[src/rtl/pipeline_hazard_ctrl.sv]
`default_nettype none
// ============================================================================
// Module      : pipeline_hazard_ctrl
// Description : Stall/flush sequencing around the IF/ID register and decode
//               stage. Resolves load-use hazards and execute-stage redirects.
//               Provides a halt / single-step / resume debug FSM and
//               saturating hazard performance counters.
// Revision    : 1.0 - initial release
// ============================================================================
module pipeline_hazard_ctrl #(
    parameter int DRAIN_CYCLES = 3,
    parameter int CNT_WIDTH    = 16
) (
    input  logic                 clk,
    input  logic                 rst_n,
    input  logic [4:0]           rs1_addr_d_i,
    input  logic [4:0]           rs2_addr_d_i,
    input  logic [4:0]           rd_addr_e_i,
    input  logic                 reg_write_e_i,
    input  logic [1:0]           result_src_e_i,
    input  logic                 pc_src_e_i,
    input  logic                 halt_req_i,
    input  logic                 step_req_i,
    input  logic                 resume_req_i,
    output logic                 stall_f_o,
    output logic                 stall_d_o,
    output logic                 flush_d_o,
    output logic                 flush_e_o,
    output logic                 halted_o,
    output logic [CNT_WIDTH-1:0] lu_stall_cnt_o,
    output logic [CNT_WIDTH-1:0] redirect_cnt_o
);

    typedef enum logic [1:0] {
        S_RUN    = 2'd0,
        S_DRAIN  = 2'd1,
        S_HALTED = 2'd2,
        S_STEP   = 2'd3
    } state_t;

    localparam logic [3:0]           C_DRAIN_LOAD = 4'(DRAIN_CYCLES);
    localparam logic [CNT_WIDTH-1:0] C_CNT_MAX    = '1;
    localparam logic [CNT_WIDTH-1:0] C_CNT_ONE    = CNT_WIDTH'(1);

    state_t               r_state;
    state_t               w_next_state;
    logic [3:0]           r_drain_cnt;
    logic [3:0]           w_drain_cnt_nxt;
    logic                 r_halted;
    logic [CNT_WIDTH-1:0] r_lu_cnt;
    logic [CNT_WIDTH-1:0] r_redir_cnt;

    logic w_lu;
    logic w_redirect;
    logic w_lu_apply;
    logic w_debug_ok;

    // Load-use hazard: a load in execute feeds a source of the decode instruction.
    assign w_lu = reg_write_e_i && (result_src_e_i == 2'b01) && (rd_addr_e_i != 5'd0) &&
                  ((rd_addr_e_i == rs1_addr_d_i) || (rd_addr_e_i == rs2_addr_d_i));
    assign w_redirect = pc_src_e_i;
    // A redirect squashes the decode instruction, so its load-use hazard is moot.
    assign w_lu_apply = w_lu && !w_redirect;
    // Debug requests are only acted on in cycles without a pipeline hazard.
    assign w_debug_ok = !w_redirect && !w_lu;

    // Zero-latency stall/flush controls: redirect > load-use > debug state.
    always_comb begin
        stall_f_o = 1'b0;
        stall_d_o = 1'b0;
        flush_d_o = 1'b0;
        flush_e_o = 1'b0;
        if (w_redirect) begin
            flush_d_o = 1'b1;
            flush_e_o = 1'b1;
        end else if (w_lu) begin
            stall_f_o = 1'b1;
            stall_d_o = 1'b1;
            flush_e_o = 1'b1;
        end else if ((r_state == S_DRAIN) || (r_state == S_HALTED)) begin
            stall_f_o = 1'b1;
            flush_d_o = 1'b1;
        end
    end

    // Debug FSM next-state and drain counter update.
    always_comb begin
        w_next_state    = r_state;
        w_drain_cnt_nxt = r_drain_cnt;
        case (r_state)
            S_RUN: begin
                if (w_debug_ok && halt_req_i) begin
                    w_next_state    = S_DRAIN;
                    w_drain_cnt_nxt = C_DRAIN_LOAD;
                end
            end
            S_DRAIN: begin
                if (w_redirect) begin
                    w_drain_cnt_nxt = C_DRAIN_LOAD;
                end else if (!w_lu) begin
                    if (r_drain_cnt <= 4'd1) begin
                        w_next_state    = S_HALTED;
                        w_drain_cnt_nxt = 4'd0;
                    end else begin
                        w_drain_cnt_nxt = r_drain_cnt - 4'd1;
                    end
                end
            end
            S_HALTED: begin
                if (w_debug_ok) begin
                    if (resume_req_i) begin
                        w_next_state = S_RUN;
                    end else if (step_req_i) begin
                        w_next_state = S_STEP;
                    end
                end
            end
            S_STEP: begin
                w_next_state    = S_DRAIN;
                w_drain_cnt_nxt = C_DRAIN_LOAD;
            end
            default: begin
                w_next_state    = S_RUN;
                w_drain_cnt_nxt = 4'd0;
            end
        endcase
    end

    // State, drain counter and halted flag registers.
    always_ff @(posedge clk or negedge rst_n) begin
        if (!rst_n) begin
            r_state     <= S_RUN;
            r_drain_cnt <= 4'd0;
            r_halted    <= 1'b0;
        end else begin
            r_state     <= w_next_state;
            r_drain_cnt <= w_drain_cnt_nxt;
            r_halted    <= (w_next_state == S_HALTED);
        end
    end

    // Saturating hazard performance counters.
    always_ff @(posedge clk or negedge rst_n) begin
        if (!rst_n) begin
            r_lu_cnt    <= '0;
            r_redir_cnt <= '0;
        end else begin
            if (w_lu_apply && (r_lu_cnt != C_CNT_MAX)) begin
                r_lu_cnt <= r_lu_cnt + C_CNT_ONE;
            end
            if (w_redirect && (r_redir_cnt != C_CNT_MAX)) begin
                r_redir_cnt <= r_redir_cnt + C_CNT_ONE;
            end
        end
    end

    assign halted_o       = r_halted;
    assign lu_stall_cnt_o = r_lu_cnt;
    assign redirect_cnt_o = r_redir_cnt;

endmodule
`default_nettype wire

[config.mk]
export PLATFORM = sky130hd
export DESIGN_NAME = pipeline_hazard_ctrl
export DESIGN_NICKNAME = d
export VERILOG_FILES = /design/src/rtl/pipeline_hazard_ctrl.sv
export SDC_FILE = /design/constraint.sdc
export NUM_CORES = 1
export LEC_CHECK = 0
export ABC_AREA = 1
export ABC_CLOCK_PERIOD_IN_PS = 3200
export BUFFER_PORTS_ARGS = -buffer_cell sky130_fd_sc_hd__buf_2
export CORE_UTILIZATION = 57
export CTS_CLUSTER_DIAMETER = 30
export CTS_CLUSTER_SIZE = 8
export DETAILED_ROUTE_END_ITERATION = 6
export PLACE_DENSITY = 0.88
export SLEW_MARGIN = 20
export SYNTH_ARGS = -nofsm -noshare
export SYNTH_HDL_FRONTEND = slang
export SYNTH_SLANG_ARGS = --single-unit
export TNS_END_PERCENT = 20
[constraint.sdc]
create_clock -name clk -period 3.2 [get_ports clk]
set_input_delay 0.32 -clock clk [delete_from_list [all_inputs] [get_ports clk]]
set_output_delay 0.32 -clock clk [all_outputs]
set_load 0.01 [all_outputs]
==> impl_metrics.json, run 1 <==
{
  "syn2layout_area_growth_pct": 18.78,
  "cp.arrival_ps": 2280,
  "synthesis.area_per_instance_sq_um": 7.883,
  "die_y_um": 67.06,
  "drc_errors": 0,
  "timing.critical_path.from_type": "register",
  "synth-warning-count": 0,
  "critPathSlowestCell": "sky130_fd_sc_hd__dfrtp_1",
  "vias": 2153,
  "grt_residual_overflow": 0,
  "final_worst_path_period_need_ps": 2064,
  "grt_antenna_before_repair": 0,
  "place_area_sq_um": 2753,
  "grt_pass1_wl_um": 8204,
  "cts-root-to-sink-buffers": 2,
  "achievable-frequency_ghz": 0.4846,
  "power.total_mw": 1.616,
  "slew_headroom": 0.4374,
  "multi_input_area_sq_um": 1240,
  "maxCapViolations": 0,
  "vdd.ir_drop.worst_mv": 0.4223,
  "rows": 23,
  "design.die.area_sq_um": 4496,
  "synthDistinctLibCells": 28,
  "wl_per_cell_um": 11.78,
  "timing.setup.tns_ps": 0,
  "first_iter_violations": 109,
  "buffer_ports.inserted": 60,
  "die_w_um": 67.06,
  "syn-instance-count": 306,
  "mappedNetlistNets": 339,
  "synth.yosys.seq_area_share": 0.4046,
  "number_of_gates_resized_after_cts": 0,
  "max_slew.worst_pin.slew_ps": 843.9,
  "setup_repair_after_global_routing_missed_its_margin": "false",
  "setup_ws_ps": 1136,
  "post-route-cell-area_sq_um": 2865,
  "power-per-cell-area_nw_per_um2": 564.1,
  "worst_clock_skew_ps": 5.833,
  "cts_hold_buffers": 0,
  "clkLatencyLatePin_ps": 300,
  "path_clk_slew_ps": 80,
  "worstHoldPathType": "in2async",
  "critical_setup_path_class": "reg2reg",
  "design.final.nets": 404,
  "num_antenna_cells": 0,
  "drt.antenna.violating_nets": 0,
  "run_status": "complete, no violations",
  "detailed_place_hpwl_um": 3842,
  "cp.required_ps": 3420,
  "synth_seq_cells": 39,
  "detail_route.vias_per_cell": 5.102,
  "final.fill_count": 328,
  "preCtsSetupSlack_ps": 1177,
  "netlist_area_sq_um": 2412,
  "first_global_vias": 1940,
  "timing.final.max_slew_violations": 0,
  "layout.area.seq_sq_um": 975.9,
  "setup_violations": 0,
  "detailedRoute.firstPassIterationCount": 4,
  "crit_path_max_fanout": 13,
  "crit_chain": "ha_1, inv_1, nor4_4, and3b_1, nand2_1, nand2_2, inv_1, nand2_1, xor2_1",
  "cts_made_buffers": 5,
  "power_leakage_nw": 1.582,
  "fin_crit_sh": 0.6449,
  "grt_start_max_net_pins": 40,
  "clock_tree.root_cell": "sky130_fd_sc_hd__clkbuf_8",
  "post-cts-setup-buffers": 0,
  "drive_gt1_frac": 0.2392,
  "number_of_sinks_driven_by_the_clock_tree": 39,
  "grt_use_total": 0.2475,
  "delay_of_the_slowest_cell_on_the_worst_path_ps": 440,
  "place.gp.congestion": 0.8547,
  "floorplan.initialDensity": 0.5988,
  "timing.final.hold_violations": 0,
  "io_pins": 61,
  "cts_tree": "built",
  "clock_tree.htree_level_count": 2,
  "worst_setup_path_end_kind": "register",
  "wl_um": 4971,
  "placeableCoreArea_sq_um": 4029
}
==> power by group <==
part	internal (mW)	total [mW]	switching [mW]
clock network	0.232	0.411	0.179
logic	0.218	0.534	0.316
registers	0.579	0.671	0.0918
==> synth_stat cells <==
cell	count	area [sq um]
sky130_fd_sc_hd__inv_1	43	161.4
sky130_fd_sc_hd__xor2_1	19	166.4
sky130_fd_sc_hd__nand3_1	18	90.09
sky130_fd_sc_hd__dfrtp_1	39	975.9
sky130_fd_sc_hd__xnor2_1	14	122.6
sky130_fd_sc_hd__or2_2	2	12.51
sky130_fd_sc_hd__nand4_1	5	31.28
sky130_fd_sc_hd__ha_1	9	112.6
sky130_fd_sc_hd__a31oi_1	1	6.260
sky130_fd_sc_hd__a21oi_1	3	15.01
sky130_fd_sc_hd__nand3_2	1	10.01
sky130_fd_sc_hd__nor3_2	2	20.02
sky130_fd_sc_hd__nor2_1	22	82.58
sky130_fd_sc_hd__nor3_1	11	55.05
sky130_fd_sc_hd__nor2_2	4	25.02
sky130_fd_sc_hd__nor4_1	5	31.28
sky130_fd_sc_hd__a21oi_2	1	8.760
sky130_fd_sc_hd__o21ai_2	3	26.28
sky130_fd_sc_hd__nor4_4	1	21.27
sky130_fd_sc_hd__nand2_2	4	25.02
sky130_fd_sc_hd__o21bai_1	1	7.510
sky130_fd_sc_hd__buf_6	2	22.52
sky130_fd_sc_hd__clkinv_2	1	5.000
sky130_fd_sc_hd__o21ai_0	10	50.05
sky130_fd_sc_hd__nand3b_1	1	7.510
sky130_fd_sc_hd__nand2_1	81	304.0
sky130_fd_sc_hd__and3b_1	1	8.760
sky130_fd_sc_hd__inv_2	2	7.510
==> sequential cells by signal (all words and copies together), names as in the netlist <==
name            cells
redirect_cnt_o     16
halted_o            1
r_state             2
lu_stall_cnt_o     16
r_drain_cnt         4
==> through the flow <==
stage	hold slack, ps	util	instances
floorplan	24.41	-	306
global placement	469.2	0.6832	414
detailed placement	476.6	0.6832	414
CTS	156.5	0.7112	422
global route	194.8	0.7112	422
finish	121.2	0.7112	422
==> critical path: cells and delay by family (launching register included) <==
| family | cells | cell delay [ps] |
|---|---|---|
| simple gates | 5 | 880 |
| flops | 1 | 440 |
| fa+ha+maj | 1 | 170 |
| buf+inv | 2 | 340 |
| xor+xnor | 1 | 150 |
==> metal layers <==
metal	track usage	wire, um
met1	0.2890	2136
met3	0.06507	239
met2	0.4113	2478
met4	0.1277	116
met5	0	0
==> cell families after synthesis <==
group                    count (synthesis)  share of synthesized area
AO/OA/AOI/OAI                           19                    0.04720
adder cells (fa/ha/maj)                  9                    0.04668
flip-flops                              39                     0.4046
buffers and inverters                   48                    0.08143
AND/OR/NAND/NOR                        158                     0.3003
XOR/XNOR                                33                     0.1198
==> final timing paths <==
check,depth (start not counted),endpoint,start,slack [ps]
min reg2reg,1,redirect_cnt_o[14],redirect_cnt_o[14],490
max in group asynchronous,1,redirect_cnt_o[14],rst_n,2540
max,9,lu_stall_cnt_o[5],lu_stall_cnt_o[0],1140
min in group clk,3,redirect_cnt_o[0],pc_src_e_i,460
max reg2reg,9,lu_stall_cnt_o[5],lu_stall_cnt_o[0],1140
min,1,lu_stall_cnt_o[6],rst_n,120
==> area by class of cell <==
cell class                      count  share of cell area
Multi-Input combinational cell    219              0.4328
Sequential cell                    39              0.3406
Timing Repair Buffer               60              0.1048
Inverter                           46             0.06070
Clock buffer                        5             0.02402
Tap cell                           50             0.02183
Clock inverter                      3             0.01528
==> layout by cell type (no fill, tap or decap) <==
master	n
sky130_fd_sc_hd__clkinv_2	2
sky130_fd_sc_hd__dfrtp_1	39
sky130_fd_sc_hd__a31oi_1	1
sky130_fd_sc_hd__nor4_4	1
sky130_fd_sc_hd__xnor2_1	14
sky130_fd_sc_hd__bufinv_16	1
sky130_fd_sc_hd__clkbuf_8	5
sky130_fd_sc_hd__a21oi_2	1
sky130_fd_sc_hd__or2_2	2
sky130_fd_sc_hd__nor2_1	22
sky130_fd_sc_hd__ha_1	9
sky130_fd_sc_hd__nand3b_1	1
sky130_fd_sc_hd__nand3_2	1
sky130_fd_sc_hd__buf_2	60
sky130_fd_sc_hd__nand3_1	18
sky130_fd_sc_hd__a21oi_1	3
sky130_fd_sc_hd__nand2_2	4
sky130_fd_sc_hd__o21ai_2	3
sky130_fd_sc_hd__nor2_2	4
sky130_fd_sc_hd__inv_1	43
sky130_fd_sc_hd__o21bai_1	1
sky130_fd_sc_hd__o21ai_0	10
sky130_fd_sc_hd__and3b_1	1
sky130_fd_sc_hd__nand2_1	81
sky130_fd_sc_hd__clkinv_4	1
sky130_fd_sc_hd__inv_2	2
sky130_fd_sc_hd__nand4_1	5
sky130_fd_sc_hd__nor3_2	2
sky130_fd_sc_hd__nor3_1	11
sky130_fd_sc_hd__xor2_1	19
sky130_fd_sc_hd__nor4_1	5
Power figures use the tool's default switching activity.
==> inputs of run 2 (changes only) <==
--- a/config.mk
+++ b/config.mk
@@ -6,13 +6,13 @@
 export NUM_CORES = 1
 export LEC_CHECK = 0
 export ABC_AREA = 1
-export ABC_CLOCK_PERIOD_IN_PS = 3200
+export ABC_CLOCK_PERIOD_IN_PS = 1900
 export BUFFER_PORTS_ARGS = -buffer_cell sky130_fd_sc_hd__buf_2
-export CORE_UTILIZATION = 57
+export CORE_UTILIZATION = 53
 export CTS_CLUSTER_DIAMETER = 30
 export CTS_CLUSTER_SIZE = 8
 export DETAILED_ROUTE_END_ITERATION = 6
-export PLACE_DENSITY = 0.88
+export PLACE_DENSITY = 0.83
 export SLEW_MARGIN = 20
 export SYNTH_ARGS = -nofsm -noshare
 export SYNTH_HDL_FRONTEND = slang
==> constraint.sdc (replaced) <==
create_clock -name clk -period 1.9 [get_ports clk]
set_input_delay 0.19 -clock clk [delete_from_list [all_inputs] [get_ports clk]]
set_output_delay 0.19 -clock clk [all_outputs]
set_load 0.01 [all_outputs]
==> run 2 against run 1 <==
Against the previous run:
- flip-flop and latch count did not move
- first-iteration DRC count decreased by 28%
- critical endpoint is now redirect_cnt_o[15]
- final cell count up 3.1%
- worst hold slack gained 220 ps
==> impl_metrics.json, run 2 (synthesis results as in run 1) <==
{
  "timing.critical_path.from_type": "register",
  "slew_headroom": 0.6804,
  "drc_errors": 0,
  "placeableCoreArea_sq_um": 4354,
  "layout_commonest_cell": "sky130_fd_sc_hd__nand2_1",
  "maxCapViolations": 0,
  "first_iter_violations": 79,
  "fin_crit_sh": 0.9361,
  "clock_tree.htree_level_count": 2,
  "drive_gt1_frac": 0.2611,
  "grt_use_total": 0.2195,
  "setup_violations": 0,
  "worst_setup_path_end_kind": "register",
  "grt_residual_overflow": 0,
  "vias": 2166,
  "final.fill_count": 369,
  "critical_setup_path_class": "reg2reg",
  "grt_start_max_net_pins": 40,
  "rows": 24,
  "achievable-frequency_ghz": 0.5623,
  "drt.antenna.violating_nets": 0,
  "clock_tree.root_cell": "sky130_fd_sc_hd__clkbuf_8",
  "grt_pass1_wl_um": 8638,
  "place_area_sq_um": 2793,
  "design.final.nets": 416,
  "dp_cell_count": 421,
  "power_leakage_nw": 1.623,
  "detailed_place_hpwl_um": 3875,
  "multi_input_area_sq_um": 1251,
  "power-per-cell-area_nw_per_um2": 897.5,
  "place.gp.congestion": 0.8756,
  "timing.final.hold_violations": 0,
  "floorplan.initialDensity": 0.5540,
  "cts_made_buffers": 5,
  "cts-root-to-sink-buffers": 2,
  "vdd.ir_drop.worst_mv": 0.6397,
  "post_layout_nonfiller_instances": 435,
  "die_w_um": 69.47,
  "buffer_ports.inserted": 60,
  "num_antenna_cells": 0,
  "layout.area.seq_sq_um": 975.9,
  "post-route-cell-area_sq_um": 2950,
  "max_slew.worst_pin.slew_ps": 479.3,
  "run_status": "complete, no violations",
  "die_y_um": 69.47,
  "syn2layout_area_growth_pct": 22.30,
  "first_global_vias": 2134,
  "wl_um": 5105,
  "cp.required_ps": 2120,
  "detail_route.vias_per_cell": 4.979,
  "worstHoldPathType": "in2reg",
  "design.die.area_sq_um": 4825,
  "path_clk_slew_ps": 70,
  "detailedRoute.firstPassIterationCount": 4,
  "worst_clock_skew_ps": 6.482,
  "timing.final.max_slew_violations": 0,
  "crit_path_max_fanout": 5,
  "clkLatencyLatePin_ps": 300,
  "wl_per_cell_um": 11.74,
  "setup_repair_after_global_routing_missed_its_margin": "true",
  "grt_antenna_before_repair": 0,
  "cts_tree": "built",
  "final_cell_mix": "sky130_fd_sc_hd__nand2_1, sky130_fd_sc_hd__buf_2, sky130_fd_sc_hd__inv_1, sky130_fd_sc_hd__dfrtp_1, sky130_fd_sc_hd__nor2_1",
  "cp.arrival_ps": 2000,
  "io_pins": 61,
  "final_worst_path_period_need_ps": 1779,
  "number_of_sinks_driven_by_the_clock_tree": 39
}
==> run 2: cell types whose count changed in the layout (fill, tap and decap cells not counted), sizes merged <==
cell / previous run / this run
clkinv: 3 / 2
dlygate4sd3: 0 / 1
bufinv: 1 / 0
buf: 60 / 70
clkinvlp: 0 / 2
inv: 45 / 44
clkbuf: 5 / 6
==> run 2: final cells by class <==
cell class                 instances  area share
timing repair inverter             1    0.002545
inverter                          46     0.06022
multi-input combinational        219      0.4241
clock buffer                       6     0.02799
sequential                        39      0.3308
timing repair buffer              71      0.1306
tap                               52     0.02205
clock inverter                     1    0.001696
==> run 2: metal layers <==
metal | global-route usage | share of wire
met5 | 0 | 0
met4 | 0.07937 | 0.019
met3 | 0.03634 | 0.038
met2 | 0.3970 | 0.50
met1 | 0.2607 | 0.45
==> run 2: report_power, final <==
part	internal, mW	total [mW]	switching (mW)
logic	0.413	0.973	0.560
registers	0.976	1.11	0.137
clock network	0.285	0.562	0.277
==> run 2: metrics by stage <==
stage | utilization | worst slack [ps] | total power, mW | TNS, ps | hold slack, ps
final | 0.6776 | 121.5 | 2.648 | 0 | 345.7
after global routing | 0.6776 | -45.50 | 2.838 | -110.8 | 375.7
after CTS | 0.6638 | 41.65 | 2.644 | 0 | 320.8
after detailed placement | 0.6414 | 70.56 | 2.079 | 0 | 271.7
after global placement | 0.6414 | 175.0 | 2.029 | 0 | 277.2
after floorplan | - | 232.3 | 1.729 | 0 | -105.6
==> run 2: worst max-delay path: stages (launching register included) <==
cell and delay, ps:
sky130_fd_sc_hd__dfrtp_1 410, sky130_fd_sc_hd__ha_1 210, sky130_fd_sc_hd__nand3_1 120, sky130_fd_sc_hd__nor3_1 70
sky130_fd_sc_hd__nand3_1 110, sky130_fd_sc_hd__nand2_4 90, sky130_fd_sc_hd__nor3_4 220, sky130_fd_sc_hd__nand4_1 150
sky130_fd_sc_hd__nor2_1 160, sky130_fd_sc_hd__xor2_1 160
==> run 2: worst paths after layout <==
check / cells after the start / slack, ps / startpoint / to
worst min register to register: 1 / 490 / redirect_cnt_o[14] / redirect_cnt_o[14]
worst min-delay path: 6 / 350 / resume_req_i / r_state[0]
worst max-delay path: 9 / 120 / redirect_cnt_o[1] / redirect_cnt_o[15]
max in group asynchronous: 3 / 1100 / rst_n / halted_o
min in group asynchronous: 3 / 470 / rst_n / lu_stall_cnt_o[11]
worst max register to register: 9 / 120 / redirect_cnt_o[1] / redirect_cnt_o[15]
==> run 2: what timing repair did <==
action | 4_1_cts | 5_1_grt
gates resized for setup | 0 | 4
hold buffers | 1 | 0
setup buffers | 0 | 5
endpoints found under the hold margin | 39 | 0
setup endpoints to repair | 0 | 10
